===== src/rtl/psmac_accumulator_pkg.sv =====
// Shared types and widths for the precision-scalable MAC accumulation stage.
package psmac_pkg;

  typedef enum logic [1:0] {
    IDLE = 2'd0,
    ACC  = 2'd1,
    DONE = 2'd2
  } acc_state_t;

  localparam int PSMAC_Y_W       = 16;
  localparam int PSMAC_LANE_IN_W = 8;

endpackage


===== src/rtl/psmac_accumulator_if.sv =====
// Control, input-beat and result ports of the accumulator, bundled for the MAC side (master) and the accumulator (slave).
interface psmac_accumulator_if #(
  parameter int ACC_W = 32,
  parameter int LEN_W = 16
);

  logic                           start;
  logic [LEN_W-1:0]               cfg_len;
  logic                           cfg_split;
  logic                           in_valid;
  logic [psmac_pkg::PSMAC_Y_W-1:0] in_y;
  logic                           in_ready;
  logic                           out_valid;
  logic                           out_ready;
  logic [ACC_W-1:0]               out_data;
  logic [1:0]                     out_sat;
  logic                           err_drop;
  logic                           busy;

  modport master (
    output start, cfg_len, cfg_split, in_valid, in_y, out_ready,
    input  in_ready, out_valid, out_data, out_sat, err_drop, busy
  );

  modport slave (
    input  start, cfg_len, cfg_split, in_valid, in_y, out_ready,
    output in_ready, out_valid, out_data, out_sat, err_drop, busy
  );

endinterface


===== src/rtl/psmac_accumulator_sat_add.sv =====
// Signed two's-complement adder that clamps to the W-bit range and flags when it did.
module sat_add #(
  parameter int W = 16
) (
  input  logic [W-1:0] a,
  input  logic [W-1:0] b,
  output logic [W-1:0] sum,
  output logic         ovf
);

  logic [W-1:0] raw;

  assign raw = a + b;
  // Overflow only when both operands share a sign and the result does not.
  assign ovf = (a[W-1] == b[W-1]) && (raw[W-1] != a[W-1]);

  always_comb begin
    sum = raw;
    if (ovf) begin
      sum = a[W-1] ? {1'b1, {(W-1){1'b0}}} : {1'b0, {(W-1){1'b1}}};
    end
  end

endmodule


===== src/rtl/psmac_accumulator.sv =====
// Accumulates a programmed number of MAC results, either as one wide sum or as two packed byte lanes.
//   state | meaning
//   IDLE  | waiting for start; result of the previous run held
//   ACC   | accepting beats until the programmed count is reached
//   DONE  | result valid, waiting for the consumer
module psmac_accumulator
  import psmac_pkg::*;
#(
  parameter int ACC_W = 32,
  parameter int LEN_W = 16
) (
  input logic                clk,
  input logic                rst,
  psmac_accumulator_if.slave bus
);

  localparam int LANE_W = ACC_W / 2;

  acc_state_t        state_q;
  logic [LEN_W-1:0]  len_q;
  logic [LEN_W-1:0]  cnt_q;
  logic              split_q;
  logic [ACC_W-1:0]  acc_q;
  logic [LANE_W-1:0] hi_q;
  logic [LANE_W-1:0] lo_q;
  logic [1:0]        sat_q;
  logic              drop_q;

  logic [PSMAC_LANE_IN_W-1:0] byte_hi;
  logic [PSMAC_LANE_IN_W-1:0] byte_lo;
  logic [ACC_W-1:0]  wide_in;
  logic [LANE_W-1:0] hi_in;
  logic [LANE_W-1:0] lo_in;
  logic [ACC_W-1:0]  acc_sum;
  logic [LANE_W-1:0] hi_sum;
  logic [LANE_W-1:0] lo_sum;
  logic              acc_ovf;
  logic              hi_ovf;
  logic              lo_ovf;
  logic              last_beat;

  assign byte_hi = bus.in_y[PSMAC_Y_W-1 -: PSMAC_LANE_IN_W];
  assign byte_lo = bus.in_y[PSMAC_LANE_IN_W-1:0];
  assign wide_in = {{(ACC_W-PSMAC_Y_W){bus.in_y[PSMAC_Y_W-1]}}, bus.in_y};
  assign hi_in   = {{(LANE_W-PSMAC_LANE_IN_W){byte_hi[PSMAC_LANE_IN_W-1]}}, byte_hi};
  assign lo_in   = {{(LANE_W-PSMAC_LANE_IN_W){byte_lo[PSMAC_LANE_IN_W-1]}}, byte_lo};

  sat_add #(.W(ACC_W))  u_sat_full (.a(acc_q), .b(wide_in), .sum(acc_sum), .ovf(acc_ovf));
  sat_add #(.W(LANE_W)) u_sat_hi   (.a(hi_q),  .b(hi_in),   .sum(hi_sum),  .ovf(hi_ovf));
  sat_add #(.W(LANE_W)) u_sat_lo   (.a(lo_q),  .b(lo_in),   .sum(lo_sum),  .ovf(lo_ovf));

  assign last_beat = (cnt_q == (len_q - LEN_W'(1)));

  always_ff @(posedge clk or posedge rst) begin
    if (rst) begin
      state_q <= IDLE;
      len_q   <= LEN_W'(1);
      cnt_q   <= '0;
      split_q <= 1'b0;
      acc_q   <= '0;
      hi_q    <= '0;
      lo_q    <= '0;
      sat_q   <= '0;
      drop_q  <= 1'b0;
    end else begin
      case (state_q)
        IDLE: begin
          if (bus.start) begin
            len_q   <= (bus.cfg_len == '0) ? LEN_W'(1) : bus.cfg_len;
            split_q <= bus.cfg_split;
            cnt_q   <= '0;
            acc_q   <= '0;
            hi_q    <= '0;
            lo_q    <= '0;
            sat_q   <= '0;
            // A beat arriving with start is still a drop, so it seeds the fresh flag.
            drop_q  <= bus.in_valid;
            state_q <= ACC;
          end else if (bus.in_valid) begin
            drop_q <= 1'b1;
          end
        end
        ACC: begin
          if (bus.in_valid) begin
            if (split_q) begin
              hi_q  <= hi_sum;
              lo_q  <= lo_sum;
              sat_q <= sat_q | {hi_ovf, lo_ovf};
            end else begin
              acc_q    <= acc_sum;
              sat_q[0] <= sat_q[0] | acc_ovf;
            end
            cnt_q <= cnt_q + LEN_W'(1);
            if (last_beat) state_q <= DONE;
          end
        end
        DONE: begin
          if (bus.in_valid)  drop_q  <= 1'b1;
          if (bus.out_ready) state_q <= IDLE;
        end
        default: state_q <= IDLE;
      endcase
    end
  end

  assign bus.in_ready  = (state_q == ACC);
  assign bus.out_valid = (state_q == DONE);
  assign bus.busy      = (state_q == ACC) || (state_q == DONE);
  assign bus.out_data  = split_q ? {hi_q, lo_q} : acc_q;
  assign bus.out_sat   = sat_q;
  assign bus.err_drop  = drop_q;

endmodule


===== src/flat_wrapper.sv =====
// flat-port wrapper written by rule: the top's interface ports become plain ports
module psmac_accumulator_flat import psmac_pkg::*;
#(
  parameter int ACC_W = 32,
  parameter int LEN_W = 16
)
  (clk, rst, bus_start, bus_cfg_len, bus_cfg_split, bus_in_valid, bus_in_y, bus_out_ready, bus_in_ready, bus_out_valid, bus_out_data, bus_out_sat, bus_err_drop, bus_busy);
  psmac_accumulator_if #(.ACC_W(ACC_W), .LEN_W(LEN_W)) bus_i ();
  input logic clk;
  input logic rst;
  input wire logic [$bits(bus_i.start)-1:0] bus_start;
  input wire logic [$bits(bus_i.cfg_len)-1:0] bus_cfg_len;
  input wire logic [$bits(bus_i.cfg_split)-1:0] bus_cfg_split;
  input wire logic [$bits(bus_i.in_valid)-1:0] bus_in_valid;
  input wire logic [$bits(bus_i.in_y)-1:0] bus_in_y;
  input wire logic [$bits(bus_i.out_ready)-1:0] bus_out_ready;
  output wire logic [$bits(bus_i.in_ready)-1:0] bus_in_ready;
  output wire logic [$bits(bus_i.out_valid)-1:0] bus_out_valid;
  output wire logic [$bits(bus_i.out_data)-1:0] bus_out_data;
  output wire logic [$bits(bus_i.out_sat)-1:0] bus_out_sat;
  output wire logic [$bits(bus_i.err_drop)-1:0] bus_err_drop;
  output wire logic [$bits(bus_i.busy)-1:0] bus_busy;
  assign bus_i.start = bus_start;
  assign bus_i.cfg_len = bus_cfg_len;
  assign bus_i.cfg_split = bus_cfg_split;
  assign bus_i.in_valid = bus_in_valid;
  assign bus_i.in_y = bus_in_y;
  assign bus_i.out_ready = bus_out_ready;
  assign bus_in_ready = bus_i.in_ready;
  assign bus_out_valid = bus_i.out_valid;
  assign bus_out_data = bus_i.out_data;
  assign bus_out_sat = bus_i.out_sat;
  assign bus_err_drop = bus_i.err_drop;
  assign bus_busy = bus_i.busy;
  psmac_accumulator #(.ACC_W(ACC_W), .LEN_W(LEN_W)) u_core (.clk(clk), .rst(rst), .bus(bus_i));
endmodule

===== config.mk =====
export PLATFORM = sky130hd
export DESIGN_NAME = psmac_accumulator_flat
export DESIGN_NICKNAME = d
export VERILOG_FILES = /design/src/rtl/psmac_accumulator_pkg.sv /design/src/rtl/psmac_accumulator_if.sv /design/src/rtl/psmac_accumulator_sat_add.sv /design/src/rtl/psmac_accumulator.sv /design/src/flat_wrapper.sv
export SDC_FILE = /design/constraint.sdc
export NUM_CORES = 1
export LEC_CHECK = 0
export CORE_ASPECT_RATIO = 0.7
export CORE_MARGIN = 2
export CORE_UTILIZATION = 59
export DETAILED_ROUTE_END_ITERATION = 12
export HOLD_SLACK_MARGIN = 0.15
export PLACE_DENSITY = 0.83
export SYNTH_ARGS = -nofsm -noshare
export SYNTH_HDL_FRONTEND = slang
export SYNTH_SLANG_ARGS = --single-unit

===== constraint.sdc =====
create_clock -name clk -period 4.2 [get_ports clk]
set_input_delay 0.84 -clock clk [delete_from_list [all_inputs] [get_ports clk]]
set_output_delay 0.84 -clock clk [all_outputs]
set_load 0.02 [all_outputs]

==> results of run 1 <==
## worst max-delay path, cell delays in order
cell and delay, ns:
clkdlybuf4s50_1 0.42, buf_4 0.20, ha_1 0.37, and2_1 0.18
nand2_1 0.07, o2bb2ai_1 0.12, a31oi_1 0.32, o311ai_2 0.22
a211oi_4 0.94, buf_4 0.29, nor3b_1 0.05, o21ai_0 0.13
## final timing paths
check                            startpoint               end  slack [ns]  cells past startpoint
setup / recovery               bus_in_y[15]   u_core.acc_q[1]        0.30                     12
hold / removal               u_core.hi_q[9]    u_core.hi_q[9]        0.52                      2
setup reg to reg           u_core.acc_q[25]   u_core.acc_q[1]        1.01                     10
hold reg to reg              u_core.hi_q[9]    u_core.hi_q[9]        0.52                      2
max in group asynchronous               rst   u_core.len_q[0]        2.45                      3
min in group asynchronous               rst  u_core.cnt_q[11]        0.99                      2
## through the flow
step | area (um^2) | setup TNS [ns] | power (mW) | hold slack, ns
after floorplan | 8510 | 0 | 4.74 | 0.459
after global placement | 9700 | 0 | 5.97 | 0.492
after detailed placement | 9700 | -0.0325 | 6.09 | 0.503
after CTS | 10000 | 0 | 7.10 | 0.518
after global routing | 10000 | 0 | 7.66 | 0.545
final | 10000 | 0 | 7.16 | 0.520
## power groups by stage
stage | sequential, mW | combinational [mW] | clock (mW)
2_1_floorplan | 1.60 | 3.14 | 0
3_3_place_gp | 1.73 | 4.24 | 0
3_5_place_dp | 1.75 | 4.34 | 0
4_1_cts | 1.73 | 4.38 | 0.989
5_1_grt | 1.79 | 4.84 | 1.03
6_report | 1.75 | 4.43 | 0.979
## flip-flops by register name (all words and copies together) (netlist names)
name                 flops
u_core.acc_q            32
u_core.cnt_q            16
u_core.lo_q             16
u_core.hi_q             16
u_core.split_q           1
u_core.bus.out_sat       2
u_core.bus.err_drop      1
u_core.len_q            16
u_core.state_q           2
## cell usage in the layout (no fill, tap or decap), types with 6 or more instances in the layout
cell / instances
ha_1: 66
a211oi_1: 14
mux2_2: 49
clkbuf_16: 9
buf_4: 40
nor2b_1: 14
and3_1: 8
nand2b_1: 7
nand3_1: 25
a31oi_1: 6
nor3_1: 46
and2_1: 7
a21oi_1: 47
clkdlybuf4s50_1: 75
o211ai_1: 7
o21ai_0: 67
or3_1: 10
o21ai_1: 14
inv_1: 29
nand4_1: 13
a21o_1: 22
nor4_1: 6
o21ai_2: 17
nor2_1: 78
o21bai_1: 6
xnor2_1: 45
xor2_1: 26
o21a_1: 13
nand2_1: 112
dfrtp_1: 101
## kinds of logic (layout without fill, tap and decap cells)
| group | after synthesis | count (layout) | synth area share, % |
|---|---|---|---|
| buffers and inverters | 62 | 163 | 3.04 |
| adders and majority gates | 69 | 69 | 10.4 |
| and+or+nand+nor | 359 | 359 | 20.6 |
| xor gates and xnor gates | 71 | 71 | 7.31 |
| DFF | 102 | 102 | 30.0 |
| AOI/OAI and AO/OA | 267 | 267 | 21.5 |
| muxes | 54 | 54 | 7.07 |
## final cells by class
class | count | area, um^2 | share of cell area (%)
multi-input combinational | 820 | 5700 | 56.7
sequential | 102 | 2550 | 25.4
timing repair buffer | 117 | 1090 | 10.9
clock buffer | 11 | 243 | 2.42
tap | 190 | 238 | 2.37
inverter | 30 | 115 | 1.15
clock inverter | 5 | 106 | 1.06
## layer usage
metal / GRT usage (%) / up-vias
li1: - / 3796
met1: 46.5 / 3725
met2: 44.8 / 348
met3: 7.15 / 37
met4: 6.80 / 0
met5: 0 / -
## Yosys cell counts, types with 3 or more instances
master    instances
and2_1            7
nand2b_1          7
o211ai_1          7
o21a_1           13
nor3_1           46
fa_1              3
a311oi_1          3
or3_1            10
inv_1            30
a211oi_1         14
nor2b_1          14
o21ai_1          14
buf_2             6
nand2_1         112
a211o_1           4
o22a_1            3
nand3_1          25
nor2_1           78
a21o_1           22
nand3b_1          5
o21bai_1          6
xor2_1           26
mux2i_1           5
nor3b_1           5
o31ai_1           3
ha_1             66
nor4b_1           3
buf_1             3
mux2_2           49
and3_1            8
a21oi_1          47
or4_1             4
or2_2             4
a31oi_1           6
a21boi_0          3
nand4_1          13
nor4_1            6
dfrtp_1         101
clkbuf_1         20
xnor2_1          45
o22ai_1           4
o21ai_0          68
nand4b_1          4
o21ai_2          16
==> metrics, run 1 <==
initial detailed-routing violation count 782; final antenna diode count 0; Final period util 92.9%; final WL 23400 um; RePlAce Congestion 0.951; Reg clk slew, reported paths 0.07 ns; CTS H-tree lvls 3; final net count 1187; Skew-Pair Late Insertion Delay 0.34 ns; Hold Path Class register to register; I/O Pins 76; Yosys cell types 81; area of the die 0.0154 mm^2; post-CTS sizing 0; CTS sink cnt 102; status complete, no violations; dpl cells 1259; combinational power share 61.8%; Reg power frac 24.5%; post-route ant nets 0; wl on met1 11100 um; number of buffers created by CTS 9; Pleak 4.55 nW; IO buf count 75; ys async rst share 100%; initial antenna violation count 0; hold buffer count at cts 0; CP Launch Type input pin; Die X 148 um; post-synth top area share 29.7%; post-place setup slack -0.0325 ns; max_cap viols 0; drt drc 0; Post-synth EDFFs 0; YS warnings 0; via count 7906; endpoints failing setup 0; final hold vios 0; Util after Layout 71.7%; crit end category register; setup ws final 0.299 ns; VDD IR max 371 uV; RSZ-0062 raised after global routing false; global-route wire length before repair 38600 um; Seq/Total Area, Yosys 30.0%; row count 36; Fmax 256 MHz; post-route minimum period 3.90 ns; critical path arrival 4.17 ns; CP Class input pin to register; Post CTS Setup Buffer Count 0; Worst Tran Pin Value 1.08 ns; Max Fanout on Critical Path 24; post-DR vias/cell 6.20; Final HPWL DP 17900 um; syn_nets 1091; Mapped Cells 984; Synth area leaders dfrtp_1, ha_1, mux2_2; Clock power frac 13.7%; clock buffer depth 2; Syn Area/Cell 8.65 um^2; PwrDens 713 mW/mm^2; DR WL met2 9730 um; Layout fillers 1085; largest net degree at the start of global routing 59; Die Ht 104 um; Top FF cell, synth dfrtp_1; Routed met3 length 2120 um; Final Slew Violations 0; Clock Skew 0.0100 ns; area leader, netlist dfrtp_1; Tot GR Track Use 30.8%; DR WL/cell 18.3 um; vias in the first global route 7447; Initial Utilization 60.8%; CORE AREA 0.0140 mm^2; share of layout cells above drive strength 1 13.2%; CTS tree built; internal power 3.90 mW; synth-to-layout area growth 18.1%; post-synthesis instance area 0.00851 mm^2; switching part of the total 45.5%; fin cells 1275; Max transition margin 27.9%; Seq cells post-synth 102; P_sw 3.26 mW; Highest Signal Layer met4; Required @ worst endpoint 4.47 ns; CTS root buffer clkbuf_16; gr ovfl total 0; drt pass-1 iters 5
Power figures use the tool's default switching activity.
==> inputs of run 2 (changes only) <==
--- a/config.mk
+++ b/config.mk
@@ -5,6 +5,7 @@
 export SDC_FILE = /design/constraint.sdc
 export NUM_CORES = 1
 export LEC_CHECK = 0
+export CAP_MARGIN = 20
 export CORE_ASPECT_RATIO = 0.7
 export CORE_MARGIN = 2
 export CORE_UTILIZATION = 59
==> results of run 2 <==
The final DEF is identical to that of run 1; final timing and power are the same.
